==> src/rtl/alu_pkg.sv <==
// Shared opcode encodings and condition-code bit positions for the pipelined
// Y86 OPq execute unit.
package alu_pkg;

    localparam logic [1:0] ALU_ADD = 2'd0;
    localparam logic [1:0] ALU_SUB = 2'd1;
    localparam logic [1:0] ALU_AND = 2'd2;
    localparam logic [1:0] ALU_XOR = 2'd3;

    localparam int ZF_BIT = 2;
    localparam int SF_BIT = 1;
    localparam int OF_BIT = 0;

endpackage

==> src/rtl/alu_chunk_slice.sv <==
// One CHUNK-bit slice of the OPq datapath: add/sub with carry in, or a bitwise op.
// The carry out is forced low for logical ops so the chain stays quiet.
module alu_chunk_slice
    import alu_pkg::*;
#(
    parameter int CHUNK = 16
) (
    input  logic [CHUNK-1:0] a,
    input  logic [CHUNK-1:0] b,
    input  logic [1:0]       op,
    input  logic             cin,
    output logic [CHUNK-1:0] r,
    output logic             cout,
    output logic             zero
);

    logic             sub;
    logic             arith;
    logic [CHUNK-1:0] b_eff;
    logic [CHUNK:0]   sum;

    assign sub   = (op == ALU_SUB);
    assign arith = (op == ALU_ADD) | sub;
    assign b_eff = sub ? ~b : b;
    assign sum   = {1'b0, a} + {1'b0, b_eff} + {{CHUNK{1'b0}}, cin & arith};

    always_comb begin
        r = sum[CHUNK-1:0];
        case (op)
            ALU_AND: r = a & b;
            ALU_XOR: r = a ^ b;
            default: r = sum[CHUNK-1:0];
        endcase
    end

    assign cout = arith & sum[CHUNK];
    assign zero = ~|r;

endmodule

==> src/rtl/alu_addsub_pipe.sv <==
// Pipelined Y86 OPq unit: one CHUNK slice resolved per stage, carry rippled between stages.
// Optional Y86 condition-code register enabled by defining ALU_PIPE_CC_REG_EN.
module alu_addsub_pipe
    import alu_pkg::*;
#(
    parameter int WIDTH = 64,
    parameter int CHUNK = 16
) (
    input  logic             clk,
    input  logic             rst,
    input  logic             in_valid,
    output logic             in_ready,
    input  logic [1:0]       in_op,
    input  logic [WIDTH-1:0] in_a,
    input  logic [WIDTH-1:0] in_b,
    output logic             out_valid,
    input  logic             out_ready,
    output logic [WIDTH-1:0] out_r,
    output logic             out_zf,
    output logic             out_sf,
    output logic             out_of,
    output logic             out_cf
`ifdef ALU_PIPE_CC_REG_EN
    ,
    output logic [2:0]       cc_q
`endif
);

    localparam int NSTAGE = WIDTH / CHUNK;

    if (WIDTH % CHUNK != 0) begin : g_width_check
        $error("alu_addsub_pipe: WIDTH must be a multiple of CHUNK");
    end

    logic advance;

    assign advance  = ~out_valid | out_ready;
    assign in_ready = advance & ~rst;

    genvar gi;
    for (gi = 0; gi < NSTAGE; gi++) begin : g_stage
        localparam int LO  = gi * CHUNK;
        localparam int REM = WIDTH - LO;

        // src_a/src_b hold only the operand bits not yet resolved; bit 0 is this stage's slice.
        logic [REM-1:0]      src_a;
        logic [REM-1:0]      src_b;
        logic [1:0]          src_op;
        logic                src_valid;
        logic                src_cin;
        logic                src_zero;
        logic [CHUNK-1:0]    slice_r;
        logic                slice_cout;
        logic                slice_zero;
        logic [LO+CHUNK-1:0] r_d;
        logic [LO+CHUNK-1:0] r_q;
        logic                valid_q;
        logic                carry_q;
        logic                zero_q;

        if (gi == 0) begin : g_src
            assign src_valid = in_valid & in_ready;
            assign src_op    = in_op;
            assign src_a     = in_a;
            assign src_b     = in_b;
            assign src_cin   = (in_op == ALU_SUB);
            assign src_zero  = 1'b1;
            assign r_d       = slice_r;
        end else begin : g_src
            assign src_valid = g_stage[gi-1].valid_q;
            assign src_op    = g_stage[gi-1].g_fwd.op_q;
            assign src_a     = g_stage[gi-1].g_fwd.a_q;
            assign src_b     = g_stage[gi-1].g_fwd.b_q;
            assign src_cin   = g_stage[gi-1].carry_q;
            assign src_zero  = g_stage[gi-1].zero_q;
            assign r_d       = {slice_r, g_stage[gi-1].r_q};
        end

        alu_chunk_slice #(
            .CHUNK(CHUNK)
        ) u_slice (
            .a    (src_a[CHUNK-1:0]),
            .b    (src_b[CHUNK-1:0]),
            .op   (src_op),
            .cin  (src_cin),
            .r    (slice_r),
            .cout (slice_cout),
            .zero (slice_zero)
        );

        always_ff @(posedge clk) begin
            if (rst) begin
                valid_q <= 1'b0;
                r_q     <= '0;
                carry_q <= 1'b0;
                zero_q  <= 1'b0;
            end else if (advance) begin
                valid_q <= src_valid;
                r_q     <= r_d;
                carry_q <= slice_cout;
                zero_q  <= src_zero & slice_zero;
            end
        end

        if (gi < NSTAGE - 1) begin : g_fwd
            logic [REM-CHUNK-1:0] a_q;
            logic [REM-CHUNK-1:0] b_q;
            logic [1:0]           op_q;

            always_ff @(posedge clk) begin
                if (rst) begin
                    a_q  <= '0;
                    b_q  <= '0;
                    op_q <= ALU_ADD;
                end else if (advance) begin
                    a_q  <= src_a[REM-1:CHUNK];
                    b_q  <= src_b[REM-1:CHUNK];
                    op_q <= src_op;
                end
            end
        end else begin : g_last
            logic sub;
            logic arith;
            logic of_d;
            logic of_q;

            // Overflow: operand signs agree (after SUB inversion) but result sign differs.
            assign sub   = (src_op == ALU_SUB);
            assign arith = (src_op == ALU_ADD) | sub;
            assign of_d  = arith & (src_a[REM-1] == (src_b[REM-1] ^ sub))
                                 & (slice_r[CHUNK-1] != src_a[REM-1]);

            always_ff @(posedge clk) begin
                if (rst) begin
                    of_q <= 1'b0;
                end else if (advance) begin
                    of_q <= of_d;
                end
            end
        end
    end

    assign out_valid = g_stage[NSTAGE-1].valid_q;
    assign out_r     = g_stage[NSTAGE-1].r_q;
    assign out_zf    = g_stage[NSTAGE-1].zero_q;
    assign out_sf    = out_r[WIDTH-1];
    assign out_of    = g_stage[NSTAGE-1].g_last.of_q;
    assign out_cf    = g_stage[NSTAGE-1].carry_q;

`ifdef ALU_PIPE_CC_REG_EN
    always_ff @(posedge clk) begin
        if (rst) begin
            cc_q <= 3'b100;
        end else if (out_valid && out_ready) begin
            cc_q[ZF_BIT] <= out_zf;
            cc_q[SF_BIT] <= out_sf;
            cc_q[OF_BIT] <= out_of;
        end
    end
`endif

endmodule
==> config.mk <==
export PLATFORM = sky130hd
export DESIGN_NAME = alu_addsub_pipe
export DESIGN_NICKNAME = d
export VERILOG_FILES = /design/src/rtl/alu_pkg.sv /design/src/rtl/alu_chunk_slice.sv /design/src/rtl/alu_addsub_pipe.sv
export SDC_FILE = /design/constraint.sdc
export NUM_CORES = 1
export LEC_CHECK = 0
export ABC_AREA = 1
export BUFFER_PORTS_ARGS = -buffer_cell sky130_fd_sc_hd__buf_2
export CAP_MARGIN = 10
export CORE_UTILIZATION = 50
export DETAILED_ROUTE_END_ITERATION = 6
export PLACE_DENSITY_LB_ADDON = 0.2
export SETUP_SLACK_MARGIN = 0.3
export SYNTH_ARGS = -nofsm -noshare
export SYNTH_HDL_FRONTEND = slang
export SYNTH_SLANG_ARGS = --single-unit
==> constraint.sdc <==
create_clock -name clk -period 3.5 [get_ports clk]
set_input_delay 1.05 -clock clk [delete_from_list [all_inputs] [get_ports clk]]
set_output_delay 1.05 -clock clk [all_outputs]
set_load 0.02 [all_outputs]
# == After elaboration in Yosys (flattened, before gate mapping) ==
# Cells that the tools add are included.
# classes
addsub,8
n_eq_ne,14
muxes,8
n_bitwise,35
reduce_logical,12
# op_table
operator,n
16-bit case mux with 2 select lines,4
16-bit by 16-bit adder with 17-bit output,4
17-bit by 1-bit adder with 17-bit output,4
16-bit AND,4
16-bit 2-to-1 mux,4
16-bit NOT,4
16-bit OR reduction,4
16-bit bitwise XOR,4
"2-bit == test, second input constant",8
1-bit AND,15
"2-bit by 1-bit == test with 1-bit output, second input constant",4
2-bit zero test,4
1-bit bitwise OR,5
1-bit zero test,4
1-bit NOT,2
1-bit == test,1
1-bit != test,1
1-bit bitwise XOR,1
# totals
reg_bits,371
in_bits,134
wordCells,103

# == Depth between registers and ports, before layout ==
# logic_depth
word_depth,8
depth_mapped,21
mapped_depth_nobuf,21

# == Hierarchy ==
# A second synthesis with hierarchy kept.
# hier_totals
hier_cells,2902
hier_area_um2,20091.8
# by_module_without_submodules
module,instances,cells_per_inst,area_each_um2
alu_addsub_pipe,1,1619,12821.0
alu_chunk_slice (g_stage[2].u_slice ...),2,316,1771.7
alu_chunk_slice (g_stage[0].u_slice),1,334,1955.6
alu_chunk_slice (g_stage[1].u_slice),1,317,1771.7

# == Worst setup path before layout ==
# No wires, ideal clock.
# synth_timing
kind,reg2reg
start,register g_stage[2].g_fwd.op_q[0]
end,"register g_stage[3].zero_q, in the netlist out_zf"
setup_ps,70
arrival_ps,3159
path_slack_ps,271
stages_incl_launch_ff,21
synth_period_minus_slack_ps,3229
cell_sequence,dfxtp_1 > buf_2 > buf_1 > nand2_1 > buf_4 > xnor2_1 > fa_1 > fa_1 > nand3_1 > nand2_1 > nand2_1 > nand2_1 > nand2_1 > nand3_1 > nand3_1 > nand2_1 > inv_1 > nand2_1 > nor2_1 > nand3_1 > a21oi_1
# synth_via
elab_chain_cells,8
# synth_rtl
item,line,rtl
start: declaration,alu_addsub_pipe.sv:108,logic [1:0] op_q;
start signal: assignment,alu_addsub_pipe.sv:118,op_q <= src_op;
2-bit by 1-bit == test with 1-bit output / 2-bit zero test (equally long branches),"alu_chunk_slice.sv:22, alu_chunk_slice.sv:23",
16-bit 2-to-1 mux / 1-bit bitwise OR (equally long branches),"alu_chunk_slice.sv:24, alu_chunk_slice.sv:23",
16-bit by 16-bit adder with 17-bit output / 1-bit AND (equally long branches),alu_chunk_slice.sv:25,"assign sum = {1'b0, a} + {1'b0, b_eff} + {{CHUNK{1'b0}}, cin & arith};"
17-bit by 1-bit adder with 17-bit output,alu_chunk_slice.sv:25,
16-bit case mux with 2 select lines *,alu_chunk_slice.sv:29,case (op)
16-bit OR reduction *,alu_chunk_slice.sv:37,assign zero = ~|r;
1-bit zero test *,alu_chunk_slice.sv:37,
1-bit AND *,alu_addsub_pipe.sv:101,zero_q <= src_zero & slice_zero;
end signal: assignment,alu_addsub_pipe.sv:101,
end: declaration,alu_addsub_pipe.sv:59,logic zero_q;
# Every way passes the cells marked *; elsewhere a longest branch is shown, timed or not.
# A chain may end at the register's enable or synchronous reset.

# == Worst setup path in the final report ==
# layout_timing
start,input out_ready
end,output in_ready
# layout_via
elab_chain_cells,2
# layout_rtl
item,line,rtl
start: declaration,alu_addsub_pipe.sv:17,"input logic out_ready,"
1-bit bitwise OR,alu_addsub_pipe.sv:37,assign advance = ~out_valid | out_ready;
1-bit AND,alu_addsub_pipe.sv:38,assign in_ready = advance & ~rst;
end: declaration,alu_addsub_pipe.sv:12,"output logic in_ready,"
# No other way between the ends.

==> impl_metrics.ini <==
[final_layout]
final.fill_count = 3811
post_route_cells_drive_above_1_share_pct = 10.3
seqCellArea_um2 = 7430
area_growth_syn_to_layout_pct = 13.6
multiInputGateArea_um2 = 10500
final_net_count = 3226
layout.cell_area.non_filler_um2 = 22200

[sta]
report.final.hold_viol_count = 0
final_max_slew_viol_count = 0
tmin_final_ns = 2.98
max_clock_freq_mhz = 335
worst_clock_skew_ns = 0.00959
finalCritPeriodShare_pct = 85.2
fin_setup_tns_ns = 0
timing.final.setup_violations = 0
worst-slew-pin-transition_ns = 0.934
fin_ws_ns = 0.517
timing.slew.headroom_pct = 37.7
rsz0062_at_grt = no

[synthesis]
synth.top_cell.area_share_pct = 38.1
synthMostInstantiatedCell = sky130_fd_sc_hd__nor2_1
synth_top_cells_by_area = sky130_fd_sc_hd__dfxtp_1, sky130_fd_sc_hd__nor2_1, sky130_fd_sc_hd__nand2_1, sky130_fd_sc_hd__o21ai_0, sky130_fd_sc_hd__ha_1
avgSynthCellArea_um2 = 6.89
synth-edff-count = 0
synthCells = 2834
synth_area_um2 = 19500
post-synth-top-area-cell = sky130_fd_sc_hd__dfxtp_1
syn_nets = 3099
synth_cell_types = 38
ys_async_rst_share_pct = 0
synth_ff_type = sky130_fd_sc_hd__dfxtp_1
yosys_register_bits = 371
synth.yosys.seq_area_share_pct = 38.1
synth-warning-count = 0
synth_common_cells = sky130_fd_sc_hd__nor2_1, sky130_fd_sc_hd__nand2_1, sky130_fd_sc_hd__dfxtp_1

[floorplan]
floorplan.initialDensity_pct = 50.6
pin_count = 204
die_w_um = 200
die_area_um2 = 39800
fp-row-count = 72
core_region_area_um2 = 38600
dieHeight_um = 200

[detailed_routing]
drt.antenna.violating_nets = 0
detailroute.via_count = 18050
drt_drc_violations_left = 0
totalWireLength_um = 49700
viasPerCell = 5.15
drtIter0Drc = 1049
wl_per_cell_um = 14.2
detail_route.first_pass.iterations = 5

[worst_setup_path]
cp-end-kind = output port
arrival_ns = 1.93
crit_path_start_kind = input pin
cp.required_ns = 2.45
timing.setup.critical_path_class = in -> out
biggest_fanout_along_the_worst_timing_path = 45

[clock_network]
clockRootBuffer = sky130_fd_sc_hd__clkbuf_16
cts_htree_levels = 2
clk_latency_ns = 0.55
cts_max_path_buffers = 3
cts.hold.buffers_added = 0
clk_transition_reported_paths_ns = 0.06
cts_inserted_buffers = 39
clkSinkCount = 371
tritoncts = yes

[job]
cap_viol_max_count = 0

[placed_design]
postPlaceCellArea_um2 = 20900
place.port_buffers = 203
globalplace.congestion = 0.860
dpl.hpwl_um = 34800
dp_worst_setup_slack_ns = 0.143

[global_routing]
grt_usage_pct = 25.0
grt_start_max_net_pins = 246
vias_in_the_first_global_route = 16752
grt_antenna_before_repair = 2
grt.overflow.total = 0
grt_pass1_wl_um = 81700

[hold_path]
classification_of_the_worst_slack_hold_path = reg -> reg

[pwr]
cellLeakagePower_nw = 11.0
power.ir.vdd_worst_uv = 392
power.density_nw_per_um2 = 479

[run_status]
status = completed
where the power goes:
group,switching [mW],total (mW),internal (mW)
combinational,1.15,1.87,0.720
clock,1.69,4.03,2.35
sequential,0.182,4.71,4.52
total,3.02,10.6,7.59
flip-flops by register name, indices dropped and copies added, names as in the netlist:
signal and count:
g_stage.carry_q 3, g_stage.g_fwd.a_q 96, g_stage.g_fwd.b_q 96, g_stage.g_fwd.op_q 6
g_stage.r_q 96, g_stage.valid_q 3, g_stage.zero_q 3, out_cf 1
out_of 1, out_r 64, out_valid 1, out_zf 1
what timing repair did:
item                                    CTS  global route
buffers inserted                          0             0
gates resized for setup                   0             4
endpoints found under the setup margin    0             5
cell type report:
type | count | share of cell area (%)
multi-input cells | 2053 | 47.5
flip-flops and latches | 371 | 33.5
repair buffers | 231 | 5.89
clock buffers | 54 | 4.97
inverters | 265 | 4.57
well taps | 518 | 2.92
clock inverters | 14 | 0.593
diodes | 2 | 0.0226
layout by cell type (no fill, tap or decap), drive strengths merged, types with 3 or more instances in the layout:
cell,count
clkinv,10
a22o,22
a21boi,3
o211ai,26
nor2,678
o21bai,35
a21oi,59
a211oi,3
fa,7
nand3b,23
nor3,3
clkbuf,54
nand3,176
nand4,17
inv,264
buf,231
o21ai,341
clkinvlp,3
nand2,456
xor2,3
and2,4
ha,124
dfxtp,371
xnor2,61
a31oi,8
path summary, 6_finish.rpt:
kind / start / to / slack (ns) / depth (start not counted)
worst min-delay path: g_stage[0].valid_q / g_stage[0].valid_q / 0.47 / 2
worst max register to register: g_stage[1].g_fwd.op_q[1] / g_stage[2].zero_q / 0.56 / 15
worst max-delay path: out_ready / in_ready / 0.52 / 6
worst min register to register: g_stage[0].valid_q / g_stage[0].valid_q / 0.47 / 2
per-layer routing:
metal | part of all wire, % | vias up | wire, µm | GRT usage [%]
li1 | - | 9365 | - | -
met1 | 48 | 8308 | 23800 | 33.5
met2 | 46 | 314 | 22600 | 41.1
met3 | 4.5 | 63 | 2220 | 4.12
met4 | 2.2 | 0 | 1080 | 7.04
met5 | 0 | - | 0 | 0
logic make-up after synthesis:
| family | Yosys count | share of synthesized area, % |
|---|---|---|
| buffers and inverters | 410 | 8.04 |
| XOR/XNOR | 64 | 2.87 |
| AO/OA/AOI/OAI | 500 | 14.2 |
| adder cells (fa/ha/maj) | 131 | 8.67 |
| AND/OR/NAND/NOR | 1358 | 28.1 |
| flip-flops | 371 | 38.1 |
critical path, cell delays in order:
cell and delay (ns):
sky130_fd_sc_hd__buf_2 0.10, sky130_fd_sc_hd__inv_1 0.08, sky130_fd_sc_hd__nand2_4 0.15, sky130_fd_sc_hd__inv_8 0.26, sky130_fd_sc_hd__nor2_1 0.09, sky130_fd_sc_hd__buf_2 0.19
through the flow:
step                utilization, %  total power [mW]  std cells  hold slack, ns
global placement              54.3              6.63       3438           0.446
global route                  57.5              11.2       3506           0.476
CTS                           57.5              10.7       3506           0.467
floorplan                        -              6.10       2834           0.430
detailed placement            54.3              6.66       3438           0.459
finish                        57.5              10.6       3508           0.466
Power figures use the tool's default switching activity.
